===== src/rtl/muldiv_sequencer.sv =====
// Iterative radix-2 shift-add multiplier for the EX stage; owns the HI/LO pair.
// A MULT/MULTU is accepted in IDLE or DONE, iterates WIDTH cycles in CALC, applies
// the sign in FIX, then writes HI/LO and pulses done for one cycle in DONE.
// Ports:
//   clk_i, rst_n      clock and async active-low reset
//   mul_req_i         EX holds MULT/MULTU;  mul_signed_i: 1 = MULT, 0 = MULTU
//   op_a_i, op_b_i    rs / rt operands
//   hilo_rd_i         EX holds MFHI/MFLO
//   flush_i           squash the in-flight multiply
//   stall_o           freeze IF/ID/EX while HI/LO is being computed
//   busy_o, done_o    CALC|FIX indicator, one-cycle completion pulse
//   hi_o, lo_o        HI/LO registers
module muldiv_sequencer #(
  parameter int unsigned WIDTH = 32
) (
  input  logic             clk_i,
  input  logic             rst_n,
  input  logic             mul_req_i,
  input  logic             mul_signed_i,
  input  logic [WIDTH-1:0] op_a_i,
  input  logic [WIDTH-1:0] op_b_i,
  input  logic             hilo_rd_i,
  input  logic             flush_i,
  output logic             stall_o,
  output logic             busy_o,
  output logic             done_o,
  output logic [WIDTH-1:0] hi_o,
  output logic [WIDTH-1:0] lo_o
);

  localparam int unsigned CntW = (WIDTH > 1) ? $clog2(WIDTH) : 1;

  typedef enum logic [1:0] {StIdle, StCalc, StFix, StDone} state_e;

  state_e             state_q;
  logic [CntW-1:0]    count_q;
  logic [WIDTH-1:0]   mcand_q;
  // {carry guard, upper accumulator, multiplier shifting out the bottom}
  logic [2*WIDTH:0]   prod_q;
  logic               neg_q;
  logic [WIDTH-1:0]   hi_q, lo_q;

  logic [WIDTH-1:0]   a_mag, b_mag;
  logic [WIDTH:0]     sum;
  logic [2*WIDTH:0]   prod_step;
  logic [2*WIDTH-1:0] res, res_fix;

  // Magnitudes for MULT; |-2^(W-1)| wraps to 2^(W-1), which is correct unsigned.
  always_comb begin
    a_mag = op_a_i;
    b_mag = op_b_i;
    if (mul_signed_i && op_a_i[WIDTH-1]) a_mag = ~op_a_i + WIDTH'(1);
    if (mul_signed_i && op_b_i[WIDTH-1]) b_mag = ~op_b_i + WIDTH'(1);
  end

  // One shift-add iteration: conditionally add into the upper half, shift right.
  always_comb begin
    sum       = prod_q[2*WIDTH:WIDTH] + (prod_q[0] ? {1'b0, mcand_q} : '0);
    prod_step = {1'b0, sum, prod_q[WIDTH-1:1]};
    res       = prod_q[2*WIDTH-1:0];
    res_fix   = neg_q ? (~res + (2*WIDTH)'(1)) : res;
  end

  always_ff @(posedge clk_i or negedge rst_n) begin
    if (!rst_n) begin
      state_q <= StIdle;
      count_q <= '0;
      mcand_q <= '0;
      prod_q  <= '0;
      neg_q   <= 1'b0;
      hi_q    <= '0;
      lo_q    <= '0;
    end else if (flush_i) begin
      // Flush beats both a new accept and the FIX write.
      state_q <= StIdle;
      count_q <= '0;
    end else begin
      unique case (state_q)
        StIdle, StDone: begin
          if (mul_req_i) begin
            mcand_q <= a_mag;
            prod_q  <= {1'b0, {WIDTH{1'b0}}, b_mag};
            neg_q   <= mul_signed_i & (op_a_i[WIDTH-1] ^ op_b_i[WIDTH-1]);
            count_q <= '0;
            state_q <= StCalc;
          end else begin
            state_q <= StIdle;
          end
        end
        StCalc: begin
          prod_q  <= prod_step;
          count_q <= count_q + CntW'(1);
          if (count_q == CntW'(WIDTH - 1)) state_q <= StFix;
        end
        StFix: begin
          {hi_q, lo_q} <= res_fix;
          state_q      <= StDone;
        end
        default: state_q <= StIdle;
      endcase
    end
  end

  always_comb begin
    busy_o  = (state_q == StCalc) || (state_q == StFix);
    done_o  = (state_q == StDone);
    stall_o = busy_o && (mul_req_i || hilo_rd_i);
    hi_o    = hi_q;
    lo_o    = lo_q;
  end

endmodule


===== config.mk =====
export PLATFORM = sky130hd
export DESIGN_NAME = muldiv_sequencer
export DESIGN_NICKNAME = d
export VERILOG_FILES = /design/src/rtl/muldiv_sequencer.sv
export SDC_FILE = /design/constraint.sdc
export NUM_CORES = 1
export LEC_CHECK = 0
export BUFFER_PORTS_ARGS = -buffer_cell sky130_fd_sc_hd__buf_4
export CAP_MARGIN = 10
export CORE_MARGIN = 8
export CORE_UTILIZATION = 55
export CTS_CLUSTER_SIZE = 24
export DETAILED_ROUTE_END_ITERATION = 12
export PLACE_DENSITY = 0.75
export SYNTH_ARGS = -nofsm -noshare
export SYNTH_HDL_FRONTEND = slang
export SYNTH_SLANG_ARGS = --single-unit

===== constraint.sdc =====
create_clock -name clk_i -period 6.5 [get_ports clk_i]
set_clock_uncertainty 0.1 [all_clocks]
set_input_delay 0.65 -clock clk_i [delete_from_list [all_inputs] [get_ports clk_i]]
set_output_delay 0.65 -clock clk_i [all_outputs]
set_load 0.01 [all_outputs]

==> flow_summary_export.csv <==
group,metric,value,unit
status,status,"completed",
drt,drt-total-wl,28800,um
timing,layout_min_cycle_time,3920,ps
critical_path,arrival,4090,ps
logic_synthesis,synth_most_common_cell,"nand2_1",
placement,routabilityCongestion,0.942,
timing,slew_headroom,0.268,
layout,syn2layout_area_growth,15.4,%
layout,num_antenna_cells,0,
global_routing,grt_antenna_before_repair,0,
global_routing,grt_use_total,0.236,
critical_path,critPathCaptureType,"flip-flop",
clock_tree,cts_tree,"yes",
clock_tree,cts_buffer_depth,2,
logic_synthesis,ys_top_cells_by_count,"nand2_1, o21ai_0, dfrtp_1",
critical_path,cp_max_fo,36,
logic_synthesis,synthArstFlopShare,1.00,
timing,fin_crit_sh,0.604,
drt,remaining_drc_errors,0,
pwr,peakVddDrop,0.000304,V
logic_synthesis,ys_seq_elements,168,
logic_synthesis,ys_types,62,
floorplanning,core-area,20000,um2
drt,wl_per_cell,16.9,um
clock_tree,clk_latency,440,ps
timing,setup_viol,0,
logic_synthesis,synthFlopType,"dfrtp_1",
logic_synthesis,syn_area_per_cell,8.32,um2
timing,tns,0,ps
floorplanning,initial_core_util,0.555,
timing,tightest_slew,1100,ps
logic_synthesis,syn_nets,1448,
drt,vias,9877,
global_routing,grt_pass1_wl,47200,um
layout,nNetsFinal,1534,
logic_synthesis,syn_area,11100,um2
drt,via_per_inst,5.79,
logic_synthesis,yosysTopAreaCell,"dfrtp_1",
pwr,p_leak,5.78,nW
pwr,power_density,407,nW/um2
logic_synthesis,synth_warnings,0,
hold_path,worstHoldPathType,"in -> async",
layout,drive_gt1_frac,0.137,
critical_path,critPathKind,"reg -> reg",
clock_tree,path_clk_slew,70,ps
critical_path,startpoint_type,"flip-flop",
timing,hold_viol,0,
timing,fmax,255,MHz
drt,drtPass1Iterations,5,
floorplanning,rows,52,
global_routing,grt-ovfl-total,0,
floorplanning,dieHeight,158,um
clock_tree,cts_resized,0,
placement,numPortBuffers,136,
clock_tree,postCtsSetupBuffers,0,
global_routing,grt_max_degree,129,
placement,place_hpwl,21700,um
logic_synthesis,netlist_top_cells_area,"dfrtp_1, o21ai_0, xor2_1",
timing,rsz0062_at_grt,"no",
logic_synthesis,syn_inst,1337,
floorplanning,die_w,158,um
run,max_cap_violations,0,
clock_tree,cts_htree_levels,4,
global_routing,grt_pass1_vias,9183,
floorplanning,dieArea,25000,um2
critical_path,slowest_stage,"o41ai_1",
critical_path,cpPeakStageDelay,930,ps
clock_tree,holdBufCountCts,0,
floorplanning,ios,137,
drt,dr.first_iter.drc_count,786,
logic_synthesis,synth-edff-count,0,
logic_synthesis,yosysSeqAreaShare,0.378,
clock_tree,cts_buffers,17,
clock_tree,clock_sinks,168,
critical_path,worstPathCellList,"and2_1, ha_1, a21o_1, a31oi_1, a311oi_1, o41ai_1, a21oi_1, a21boi_0, o311ai_0",
logic_synthesis,synth_top_cell_area_share,0.378,
timing,drv_slew,0,
drt,final_antenna_net_count,0,
clock_tree,cts_root_buf,"clkbuf_16",
layout,fin_util,0.641,
critical_path,required,6670,ps
layer usage:
| metal | vias up | GRT usage | part of all wire | wire (um) |
|---|---|---|---|---|
| li1 | 4897 | - | - | - |
| met1 | 4646 | 0.357 | 0.49 | 14200 |
| met2 | 310 | 0.340 | 0.42 | 12100 |
| met3 | 24 | 0.0399 | 0.075 | 2170 |
| met4 | 0 | 0.0597 | 0.013 | 364 |
| met5 | - | 0 | 0 | 0 |
cells by family (layout without fill, tap and decap cells):
| logic type | count (synthesis) | in the layout | synth area share |
|---|---|---|---|
| mux | 12 | 12 | 0.0108 |
| xor+xnor | 140 | 140 | 0.110 |
| fa+ha+maj | 41 | 41 | 0.0468 |
| buf+inv | 94 | 193 | 0.0317 |
| compound gates | 412 | 412 | 0.218 |
| simple gates | 470 | 470 | 0.204 |
| flops | 168 | 168 | 0.378 |
final timing paths:
check / start / end / slack (ps) / cells after the start
worst max-delay path: prod_q[0] / prod_q[58] / 2580 / 9
worst max register to register: prod_q[0] / prod_q[58] / 2580 / 9
worst min register to register: mcand_q[16] / mcand_q[16] / 370 / 2
worst min-delay path: rst_n / prod_q[21] / 210 / 1
min in group clk_i: flush_i / count_q[2] / 360 / 2
max in group asynchronous: rst_n / hi_o[16] / 4700 / 2
worst max-delay path, delay by kind of cell (launching register included):
| family | cells | cell delay (ps) |
|---|---|---|
| fa+ha+maj | 1 | 290 |
| compound gates | 7 | 2220 |
| flops | 1 | 910 |
| simple gates | 1 | 230 |
final cells by class:
class / instances / area [um2]
multi-input cells: 1075 / 6570
clock inverters: 15 / 158
clock buffers: 17 / 425
inverters: 19 / 71.3
repair buffers: 142 / 1070
flip-flops and latches: 168 / 4210
fillers: 1775 / 7200
well taps: 270 / 338
layout by cell type, fill, tap and decap left out, types with 12 or more instances in the layout:
| cell | netlist | routed |
|---|---|---|
| a21o_1 | 19 | 19 |
| a21oi_1 | 77 | 77 |
| and2_1 | 38 | 38 |
| buf_4 | 0 | 141 |
| clkbuf_16 | 0 | 17 |
| dfrtp_1 | 168 | 167 |
| ha_1 | 40 | 40 |
| inv_1 | 19 | 19 |
| mux2i_1 | 12 | 12 |
| nand2_1 | 221 | 221 |
| nand3_1 | 23 | 23 |
| nor2_1 | 75 | 75 |
| nor3_1 | 20 | 20 |
| o21ai_0 | 207 | 207 |
| o31ai_1 | 36 | 36 |
| o41ai_1 | 16 | 16 |
| or3_1 | 18 | 18 |
| xnor2_1 | 42 | 42 |
| xor2_1 | 98 | 98 |
flip-flops by register name (all words and copies together) (netlist names):
name / flops
count_q: 5
hi_o: 32
lo_o: 32
mcand_q: 32
neg_q: 1
prod_q: 64
state_q: 2
per-stage QoR:
stage               hold WS, ps  setup slack (ps)  area [um2]  total power, W  cells
floorplan                   254              3210       11100         0.00338   1337
global placement            355              2790       12300         0.00416   1674
detailed placement          363              2680       12300         0.00424   1674
CTS                         278              2640       12800         0.00524   1706
global route                321              2350       12800         0.00564   1706
finish                      206              2580       12800         0.00523   1706
report_power, final:
part	leakage, nW	total [W]	switching [W]	internal [W]
clock	0.280	0.000998	0.000486	0.000513
sequential	2.18	0.00195	0.000490	0.00146
combinational	3.32	0.00228	0.00131	0.000975
No activity file was read; power rests on OpenSTA's default activity.
